===== config.mk =====
export PLATFORM = sky130hd
export DESIGN_NAME = serial_deserializer_flat
export DESIGN_NICKNAME = d
export VERILOG_FILES = /design/src/rtl/serial_deserializer_if.sv /design/src/rtl/serial_deserializer.sv /design/src/flat_wrapper.sv
export SDC_FILE = /design/constraint.sdc
export NUM_CORES = 1
export LEC_CHECK = 0
export BUFFER_PORTS_ARGS = -buffer_cell sky130_fd_sc_hd__buf_2
export CAP_MARGIN = 40
export CORE_ASPECT_RATIO = 1.25
export CORE_MARGIN = 4
export CORE_UTILIZATION = 40
export CTS_BUF_LIST = sky130_fd_sc_hd__clkbuf_8
export CTS_CLUSTER_DIAMETER = 120
export DETAILED_ROUTE_END_ITERATION = 8
export SYNTH_ARGS = -nofsm -noshare
export SYNTH_HDL_FRONTEND = slang
export SYNTH_SLANG_ARGS = --single-unit

===== constraint.sdc =====
create_clock -name clk_i -period 2 [get_ports clk_i]
set_clock_uncertainty 0.05 [all_clocks]
set_input_delay 0.4 -clock clk_i [delete_from_list [all_inputs] [get_ports clk_i]]
set_output_delay 0.4 -clock clk_i [all_outputs]
set_load 0.005 [all_outputs]

===== src/rtl/serial_deserializer_if.sv =====
// ----------------------------------------------------------------------------
// serial_deserializer_if
// Bundles the serial input side and the parallel output side of the
// serial-to-parallel converter.
//   data_i           : serial data bit, meaningful only when data_val_i = 1
//   data_val_i       : qualifies data_i on the current clock edge
//   deser_data_o     : assembled word, bit DATA_W-1 is the first bit received
//   deser_data_val_o : one-cycle strobe marking a new word on deser_data_o
// Modports:
//   master : the bit-serial source / word consumer (testbench or upstream)
//   slave  : the deserializer itself
// ----------------------------------------------------------------------------
interface serial_deserializer_if #(
  parameter int DATA_W = 16
);
  logic              data_i;
  logic              data_val_i;
  logic [DATA_W-1:0] deser_data_o;
  logic              deser_data_val_o;

  modport master (
    output data_i,
    output data_val_i,
    input  deser_data_o,
    input  deser_data_val_o
  );

  modport slave (
    input  data_i,
    input  data_val_i,
    output deser_data_o,
    output deser_data_val_o
  );
endinterface


===== src/rtl/serial_deserializer.sv =====
// ----------------------------------------------------------------------------
// serial_deserializer
// Collects DATA_W qualified serial bits, MSB first, into one parallel word and
// presents it with a single-cycle valid strobe. No back-pressure: every
// strobed word must be taken by the downstream logic.
// Ports:
//   clk_i  : clock, all state changes on the rising edge
//   rst_ni : asynchronous active-low reset
//   bus    : serial_deserializer_if.slave
//            (data_i, data_val_i in; deser_data_o, deser_data_val_o out)
// Parameters:
//   DATA_W : word width, must be >= 2
// ----------------------------------------------------------------------------
module serial_deserializer #(
  parameter int DATA_W = 16
) (
  input  logic                   clk_i,
  input  logic                   rst_ni,
  serial_deserializer_if.slave   bus
);

  localparam int CNT_W = $clog2(DATA_W);
  localparam logic [CNT_W-1:0] CNT_LAST = CNT_W'(DATA_W - 1);

  logic [DATA_W-1:0] r_shift;
  logic [CNT_W-1:0]  r_cnt;
  logic [DATA_W-1:0] r_data;
  logic              r_data_val;

  // Shift register contents including the bit sampled on this edge; this is
  // also the completed word when the counter is at its last position.
  logic [DATA_W-1:0] w_shift_next;

  assign w_shift_next = {r_shift[DATA_W-2:0], bus.data_i};

  always_ff @(posedge clk_i or negedge rst_ni) begin
    if (!rst_ni) begin
      r_shift    <= '0;
      r_cnt      <= '0;
      r_data     <= '0;
      r_data_val <= 1'b0;
    end else begin
      // Strobe defaults low so it can only ever last a single cycle.
      r_data_val <= 1'b0;
      if (bus.data_val_i) begin
        r_shift <= w_shift_next;
        if (r_cnt == CNT_LAST) begin
          // Word complete: the output word only changes here, never mid-word.
          r_data     <= w_shift_next;
          r_data_val <= 1'b1;
          r_cnt      <= '0;
        end else begin
          r_cnt <= r_cnt + CNT_W'(1);
        end
      end
    end
  end

  assign bus.deser_data_o     = r_data;
  assign bus.deser_data_val_o = r_data_val;

endmodule


===== src/flat_wrapper.sv =====
// flat-port wrapper written by rule: the top's interface ports become plain ports
module serial_deserializer_flat 
#(
  parameter int DATA_W = 16
)
  (clk_i, rst_ni, bus_data_i, bus_data_val_i, bus_deser_data_o, bus_deser_data_val_o);
  serial_deserializer_if #(.DATA_W(DATA_W)) bus_i ();
  input  logic clk_i;
  input  logic rst_ni;
  input wire logic [$bits(bus_i.data_i)-1:0] bus_data_i;
  input wire logic [$bits(bus_i.data_val_i)-1:0] bus_data_val_i;
  output wire logic [$bits(bus_i.deser_data_o)-1:0] bus_deser_data_o;
  output wire logic [$bits(bus_i.deser_data_val_o)-1:0] bus_deser_data_val_o;
  assign bus_i.data_i = bus_data_i;
  assign bus_i.data_val_i = bus_data_val_i;
  assign bus_deser_data_o = bus_i.deser_data_o;
  assign bus_deser_data_val_o = bus_i.deser_data_val_o;
  serial_deserializer #(.DATA_W(DATA_W)) u_core (.clk_i(clk_i), .rst_ni(rst_ni), .bus(bus_i));
endmodule

==> results.txt, run 1 <==
leakage -> 0.837 nW
drt drc -> 0
CP required -> 2110 ps
Area Overhead vs Synth -> 15.7%
Synth Flop Type -> dfrtp_1
FP Rows -> 23
Placed Area -> 0.00155 sq mm
asr flop ratio synth -> 1.00
Worst-path clk slew -> 70 ps
r2r worst-path depth -> 3
power per cell area -> 1410 mW/mm^2
critical path peak fanout -> 17
Routed Wire Length -> 2030 um
Synth Cell Area -> 0.00142 sq mm
#FFs+latches synth -> 36
yosys warns -> 0
CTS Sinks -> 36
Yosys top cell area share -> 0.637
post-CTS setup buffer count -> 0
clock buffer depth -> 2
Synth Instances -> 83
final hold vios -> 0
Clock Latency Late Sink -> 280 ps
largest net degree at the start of global routing -> 37
Die X -> 61.2 um
Fmax -> 626 MHz
detailed-route via count -> 719
DIE AREA -> 0.00456 sq mm
sequential fraction of the synthesis area -> 0.637
ranking of synthesized cells by area -> dfrtp_1 64%, mux2_2 18%, mux2_4 9.5%, nand4_4 1.5%, a41oi_1 1.2%
kind of critical path -> reg2reg
ANT cells -> 0
worst hold path class -> in2async
Tmin final -> 1600 ps
via/cell ratio -> 4.92
final period utilization -> 0.799
post-route cell area -> 0.00164 sq mm
die height -> 74.5 um
Slew HR -> 0.489
Util after Layout -> 0.495
initial DRC count -> 13
Net Count, Synth -> 88
largest area contributor in the netlist -> dfrtp_1
Pre-antenna DRT Iters -> 3
setup TNS -> 0 ps
final setup vio count -> 0
first-pass GRT wire length -> 3560 um
status -> completed
Max VDD drop -> 713 uV
# IOs -> 21
# hold bufs at CTS -> 0
vias in the first global route -> 744
Least-Margin Pin Slew -> 766 ps
I/O Buffers -> 20
Starting Density -> 0.428
crit path DAT -> 1710 ps
max_cap viols -> 0
EDFF count, synth -> 0
wire length per cell -> 13.9 um
Core Area -> 0.00331 sq mm
mean post-synth cell area -> 17.0 sq um
RePlAce Congestion -> 0.673
Final Max Slew Viols -> 0
H-tree Lvls -> 2
fill count -> 282
Final ANT Viol Nets -> 0
GRT Total Usage -> 0.108
TritonCTS clock tree -> built
initial antenna violation count -> 0
Crit. End Element -> register
Post-synth top cells -> 36 x dfrtp_1, 23 x mux2_2, 9 x mux2_4
clk root buf -> clkbuf_8
grt total ovfl -> 0
Unique masters post-synth -> 15
Net count, final -> 113
startpoint types -> register
post-cts resize count -> 0
count leader, synth -> dfrtp_1
post-DP HPWL -> 1400 um
CTS Buf Count -> 5
fraction of layout cells with a size suffix above 1 -> 0.550
unrepaired setup endpoints after global routing -> no
path summary, 6_finish.rpt:
kind,to,start,slack [ps]
setup / recovery,u_core.bus.deser_data_o[3],u_core.r_cnt[0],400
hold / removal,u_core.bus.deser_data_o[15],rst_ni,140
setup reg to reg,u_core.bus.deser_data_o[3],u_core.r_cnt[0],400
hold reg to reg,u_core.bus.deser_data_o[8],u_core.bus.deser_data_o[8],450
max in group asynchronous,u_core.r_shift[0],rst_ni,1270
min in group clk_i,u_core.bus.deser_data_o[0],bus_data_i,330
area by class of cell:
cell class,instances,area (sq um),area share
tap,37,46.3,0.0283
sequential,36,901,0.550
multi-input combinational,43,489,0.299
clock inverter,2,7.51,0.00458
timing repair buffer,21,108,0.0657
inverter,1,3.75,0.00229
clock buffer,6,82.6,0.0504
worst max-delay path, cell delays in order, from the launching register on:
cell	delay, ps
dfrtp_1	410
ha_1	270
nand4_4	340
mux2_4	410
power by group:
part / internal (W) / switching (W)
logic: 0.000402 / 0.000197
registers: 0.00102 / 0.000195
clock network: 0.000270 / 0.000229
total: 0.00169 / 0.000621
layout by cell type, fill, tap and decap left out, drive strengths merged:
cell	count
nand2b	2
a21o	1
xnor2	1
and3	1
inv	3
buf	21
nand2	1
o21ai	1
ha	1
nand4	1
clkbuf	6
a41oi	2
mux2	32
dfrtp	36
state kept, by name (all words and copies together) (netlist names):
signal and count:
u_core.r_cnt 4, u_core.r_shift 15, u_core.bus.deser_data_val_o 1, u_core.bus.deser_data_o 16
kinds of logic (layout without fill, tap and decap cells):
kind of cell | after synthesis | in the layout | synth area share
xor+xnor | 1 | 1 | 0.00619
simple gates | 5 | 5 | 0.0309
fa+ha+maj | 1 | 1 | 0.00884
buf+inv | 4 | 30 | 0.0177
flops | 36 | 36 | 0.637
compound gates | 4 | 4 | 0.0212
mux | 32 | 32 | 0.279
routing by layer:
metal  vias to the layer above  track usage  routed length (um)
met5                         -            0                   0
met4                         0       0.0651                  40
met3                         5       0.0313                 114
met2                        17        0.164                 978
met1                       355        0.134                 896
li1                        342            -                   -
per-stage QoR:
stage / worst slack (ps) / power (W) / instances / hold WS, ps
after floorplan: 581 / 0.00160 / 83 / 54.4
after global placement: 467 / 0.00182 / 138 / 439
after detailed placement: 395 / 0.00185 / 138 / 438
after CTS: 377 / 0.00236 / 146 / 176
after global routing: 283 / 0.00248 / 146 / 209
final: 401 / 0.00232 / 146 / 144
Power figures use the tool's default switching activity.
==> run 2, diff against run 1 <==
- ABC_AREA: unset -> 1
- clock period: 2 -> 1.4 ns (I/O delays scaled with it)
==> run 2 against run 1 <==
Net effect: worst hold slack better by 16 ps; non-clock buffer count is 5 higher; clock power is 74% higher; first-iteration DRC count grew to 4.2 times the previous value; register-to-register slack worse by 250 ps; combinational power is 1% lower; core utilization is 1.3 points higher; final cell count is 47% higher; total power is 28% higher; global-route usage is 2.1 points higher; wire length is 24% higher; design area is 1.8% higher; highest routed layer unchanged.
==> results.txt, run 2 <==
Synth Flop Type -> dfrtp_1
commonest cells after routing, fill and taps aside -> 73 x nand2_1, 36 x dfrtp_1, 20 x buf_2
final hold vios -> 0
Net Count, Synth -> 154
fraction of layout cells with a size suffix above 1 -> 0.191
Post-synth top cells -> 73 x nand2_1, 36 x dfrtp_1, 16 x o21ai_0, 10 x inv_1
ranking of synthesized cells by area -> dfrtp_1 65%, nand2_1 20%, o21ai_0 5.8%, inv_1 2.7%, buf_2 1.1%
Unique masters post-synth -> 14
Tmin final -> 1250 ps
largest net degree at the start of global routing -> 37
clock buffer depth -> 2
Max VDD drop -> 1210 uV
Routed Wire Length -> 2520 um
worst hold path class -> in2reg
leading cell type in the layout, fill and taps excluded -> nand2_1
grt total ovfl -> 0
Hold Crit Depth -> 3
post-route cell area -> 0.00167 sq mm
Placed Cells -> 206
final cell count without fillers -> 215
mean post-synth cell area -> 9.29 sq um
via/cell ratio -> 4.60
r2r endpoint -> u_core.bus.deser_data_o[8]
max_cap viols -> 0
Synth Instances -> 149
I/O Buffers -> 20
post-cts resize count -> 0
GRT Total Usage -> 0.129
Net count, final -> 182
# IOs -> 21
FP Rows -> 23
Util after Layout -> 0.508
first-pass GRT wire length -> 4140 um
EDFF count, synth -> 0
ANT cells -> 0
Pre-antenna DRT Iters -> 4
kind of critical path -> reg2reg
Final ANT Viol Nets -> 0
Clock Latency Late Sink -> 280 ps
final period utilization -> 0.894
largest area contributor in the netlist -> dfrtp_1
R2R Setup Slk -> 150 ps
Placed Area -> 0.00155 sq mm
post-CTS setup buffer count -> 0
critical path peak fanout -> 17
RePlAce Congestion -> 0.726
final setup vio count -> 0
TritonCTS clock tree -> built
Worst Hold Launch -> bus_data_i
r2r worst-path depth -> 6
initial antenna violation count -> 0
crit path DAT -> 1380 ps
startpoint types -> register
wire length per cell -> 11.7 um
power per cell area -> 1770 mW/mm^2
Worst Hold End -> u_core.bus.deser_data_o[0]
drt drc -> 0
post-DP HPWL -> 1730 um
FF-to-FF Start -> u_core.r_cnt[0]
count leader, synth -> nand2_1
setup TNS -> 0 ps
leakage -> 0.921 nW
DIE AREA -> 0.00447 sq mm
#FFs+latches synth -> 36
unrepaired setup endpoints after global routing -> no
Yosys top cell area share -> 0.651
Final Max Slew Viols -> 0
asr flop ratio synth -> 1.00
CP required -> 1520 ps
vias in the first global route -> 923
Least-Margin Pin Slew -> 443 ps
H-tree Lvls -> 2
CTS Buf Count -> 5
Crit. End Element -> register
Slew HR -> 0.704
Area Overhead vs Synth -> 20.5%
clk root buf -> clkbuf_8
Synth Cell Area -> 0.00138 sq mm
Core Area -> 0.00328 sq mm
die height -> 73.8 um
sequential fraction of the synthesis area -> 0.651
detailed-route via count -> 989
Fmax -> 799 MHz
Worst-path clk slew -> 70 ps
yosys warns -> 0
Starting Density -> 0.422
status -> completed
CTS Sinks -> 36
max reg flops -> 16
initial DRC count -> 54
Die X -> 60.6 um
==> run 2: changes by cell type after synthesis, moves of 2 or more <==
cell	before	now
nand2b_1	2	0
o21ai_0	1	16
nand2_1	1	73
nand3_1	0	3
mux2_2	23	0
inv_1	1	10
mux2_4	9	0
a41oi_1	2	0
==> run 2: metrics by stage <==
step                      power [W]  setup slack (ps)  hold slack (ps)
after global placement      0.00210               185              284
final                       0.00296               148              160
after detailed placement    0.00212               145              292
after CTS                   0.00302               138              149
after global routing        0.00319              62.8              164
after floorplan             0.00182               180            -65.6
==> run 2: what timing repair did <==
action / CTS / global route
endpoints found under the setup margin: 0 / 0
hold buffers: 1 / 0
endpoints found under the hold margin: 36 / 0
==> run 2: worst max path at each step <==
| stage | from | endpoint | slack [ps] | cells after the start |
|---|---|---|---|---|
| after floorplan | u_core.r_cnt[0] | u_core.bus.deser_data_o[10] | 180 | 5 |
| after global placement | u_core.r_cnt[0] | u_core.bus.deser_data_o[5] | 190 | 6 |
| after detailed placement | u_core.r_cnt[0] | u_core.bus.deser_data_o[8] | 140 | 6 |
| after CTS | u_core.r_cnt[0] | u_core.bus.deser_data_o[8] | 140 | 6 |
| after global routing | u_core.r_cnt[0] | u_core.bus.deser_data_o[6] | 60 | 6 |
| final | u_core.r_cnt[0] | u_core.bus.deser_data_o[8] | 150 | 6 |
==> run 2: logic make-up after synthesis <==
group | Yosys count | synth area share
and+or+nand+nor | 79 | 0.224
AOI/OAI and AO/OA | 16 | 0.0579
xor gates and xnor gates | 1 | 0.00633
buffers and inverters | 16 | 0.0515
DFF | 36 | 0.651
adders and majority gates | 1 | 0.00904
==> run 2: final cells by class <==
type / count / area, sq um
clock buffer: 5 / 68.8
clock inverter: 3 / 38.8
fill: 337 / 1610
inverter: 11 / 41.3
multi-input combinational: 97 / 412
sequential: 36 / 901
tap: 37 / 46.3
timing repair buffer: 26 / 160
==> run 2: critical path, stage by stage, from the launching register on <==
cell	delay (ps)
dfrtp_1	400
ha_1	250
nand3_1	140
nor2_4	50
buf_12	140
nand2_1	60
nand2_1	50
==> run 2: report_power, final <==
| group | internal, W | total [W] | switching (W) |
|---|---|---|---|
| clock network | 0.000521 | 0.000866 | 0.000345 |
| logic | 0.000279 | 0.000591 | 0.000312 |
| registers | 0.00133 | 0.00150 | 0.000172 |
| total | 0.00213 | 0.00296 | 0.000829 |
==> run 2: layer usage <==
| layer | up-vias | track usage | routed length (um) |
|---|---|---|---|
| met5 | - | 0 | 0 |
| met4 | 0 | 0.0434 | 13 |
| met2 | 26 | 0.214 | 1280 |
| met1 | 446 | 0.149 | 1080 |
| li1 | 515 | - | - |
| met3 | 2 | 0.0527 | 150 |
==> run 3, diff against run 2 <==
- PLACE_DENSITY: unset -> 0.66
- clock period: 1.4 -> 1 ns (I/O delays scaled with it)
==> run 3 against run 2 <==
Net effect: the run now ends with negative setup slack left; largest power group unchanged; clock-buffer cell count did not move; global-route usage increased by 1.6 points; combinational power increased by 120%; highest routed layer unchanged; wire length rose by 8.5%; final cell count up 7.9%.
==> results.txt, run 3 (synthesis gave the netlist of run 2 again) <==
status -> complete, but fails checks
failing checks -> negative setup slack
Area Overhead vs Synth -> 33.0%
Hold Crit Depth -> 3
die height -> 73.8 um
worst hold path class -> in2reg
Tmin final -> 1140 ps
Core Area -> 0.00328 sq mm
commonest cells after routing, fill and taps aside -> 63 x nand2_1, 36 x dfrtp_1, 21 x buf_4
final setup vio count -> 36
TritonCTS clock tree -> built
Crit. End Element -> register
critical path peak fanout -> 5
Final Max Slew Viols -> 0
initial antenna violation count -> 0
H-tree Lvls -> 2
clock buffer depth -> 2
vias in the first global route -> 1099
leakage -> 1.01 nW
DIE AREA -> 0.00447 sq mm
via/cell ratio -> 4.70
CP required -> 1170 ps
post-route cell area -> 0.00184 sq mm
power per cell area -> 2320 mW/mm^2
Die X -> 60.6 um
Routed Wire Length -> 2740 um
startpoint types -> register
wire length per cell -> 11.8 um
r2r worst-path depth -> 6
clk root buf -> clkbuf_8
Power, Total -> 0.00428 W
grt total ovfl -> 0
final worst slack -> -141 ps
Least-Margin Pin Slew -> 188 ps
Final ANT Viol Nets -> 0
RePlAce Congestion -> 0.796
max_cap viols -> 0
Placed Area -> 0.00160 sq mm
final hold vios -> 0
# IOs -> 21
Slew HR -> 0.874
I/O Buffers -> 20
detailed-route via count -> 1091
max reg flops -> 16
Max VDD drop -> 1410 uV
leading cell type in the layout, fill and taps excluded -> nand2_1
Worst-path clk slew -> 60 ps
Util after Layout -> 0.561
Placed Cells -> 212
crit path DAT -> 1310 ps
Fmax -> 876 MHz
final cell count without fillers -> 232
Pre-antenna DRT Iters -> 4
post-DP HPWL -> 1830 um
fraction of layout cells with a size suffix above 1 -> 0.328
drt drc -> 0
CTS Sinks -> 36
initial DRC count -> 52
kind of critical path -> reg2reg
largest net degree at the start of global routing -> 37
Starting Density -> 0.422
Clock Latency Late Sink -> 280 ps
Net count, final -> 202
ANT cells -> 0
first-pass GRT wire length -> 4720 um
GRT Total Usage -> 0.145
unrepaired setup endpoints after global routing -> yes
FP Rows -> 23
final period utilization -> 1.14
CTS Buf Count -> 5
worst slack, placed -> -358 ps
-- run 3: path summary, 6_finish.rpt --
path / end / startpoint / slack, ps
setup / recovery: u_core.bus.deser_data_o[8] / u_core.r_cnt[1] / -140
max in group asynchronous: u_core.bus.deser_data_o[9] / rst_ni / 360
hold reg to reg: u_core.bus.deser_data_o[9] / u_core.r_shift[8] / 410
setup reg to reg: u_core.bus.deser_data_o[8] / u_core.r_cnt[1] / -140
min in group asynchronous: u_core.r_shift[10] / rst_ni / 360
hold / removal: u_core.bus.deser_data_o[0] / bus_data_i / 100
-- run 3: per-stage QoR --
| step | setup TNS (ps) | hold WS (ps) |
|---|---|---|
| after global placement | -4140 | 122 |
| after floorplan | -2640 | -146 |
| after global routing | -4710 | 105 |
| after CTS | -3080 | 91.9 |
| after detailed placement | -5800 | 126 |
| final | -2760 | 96.9 |
-- run 3: critical path: stages (launching register included) --
cell and delay (ps):
dfrtp_1 390, ha_4 180, nand3_4 80, nor2_4 130, buf_6 150, nand2_2 40, nand2_1 60
-- run 3: repair_timing --
action / 4_1_cts / 5_1_grt
hold endpoints to repair: 36 / 0
hold buffers: 1 / 0
endpoints found under the setup margin: 37 / 37
gates resized for setup: 11 / 7
buffers inserted: 11 / 3
pin swaps: 9 / 5
-- run 3: final cells by class --
type	count	area (sq um)
multi-input combinational	97	462
tap	37	46.3
timing repair buffer	46	322
sequential	36	901
inverter	11	41.3
fill	315	1440
clock buffer	5	68.8
-- run 3: power breakdown --
part | internal [W] | switching [W] | total (W)
registers | 0.00186 | 0.000259 | 0.00212
logic | 0.000716 | 0.000567 | 0.00128
clock network | 0.000447 | 0.000427 | 0.000875
total | 0.00302 | 0.00125 | 0.00428
-- run 3: per-layer routing --
metal | global-route usage | share of wire
met1 | 0.168 | 0.42
met4 | 0.0795 | 0.025
met5 | 0 | 0
met2 | 0.239 | 0.52
met3 | 0.0369 | 0.034
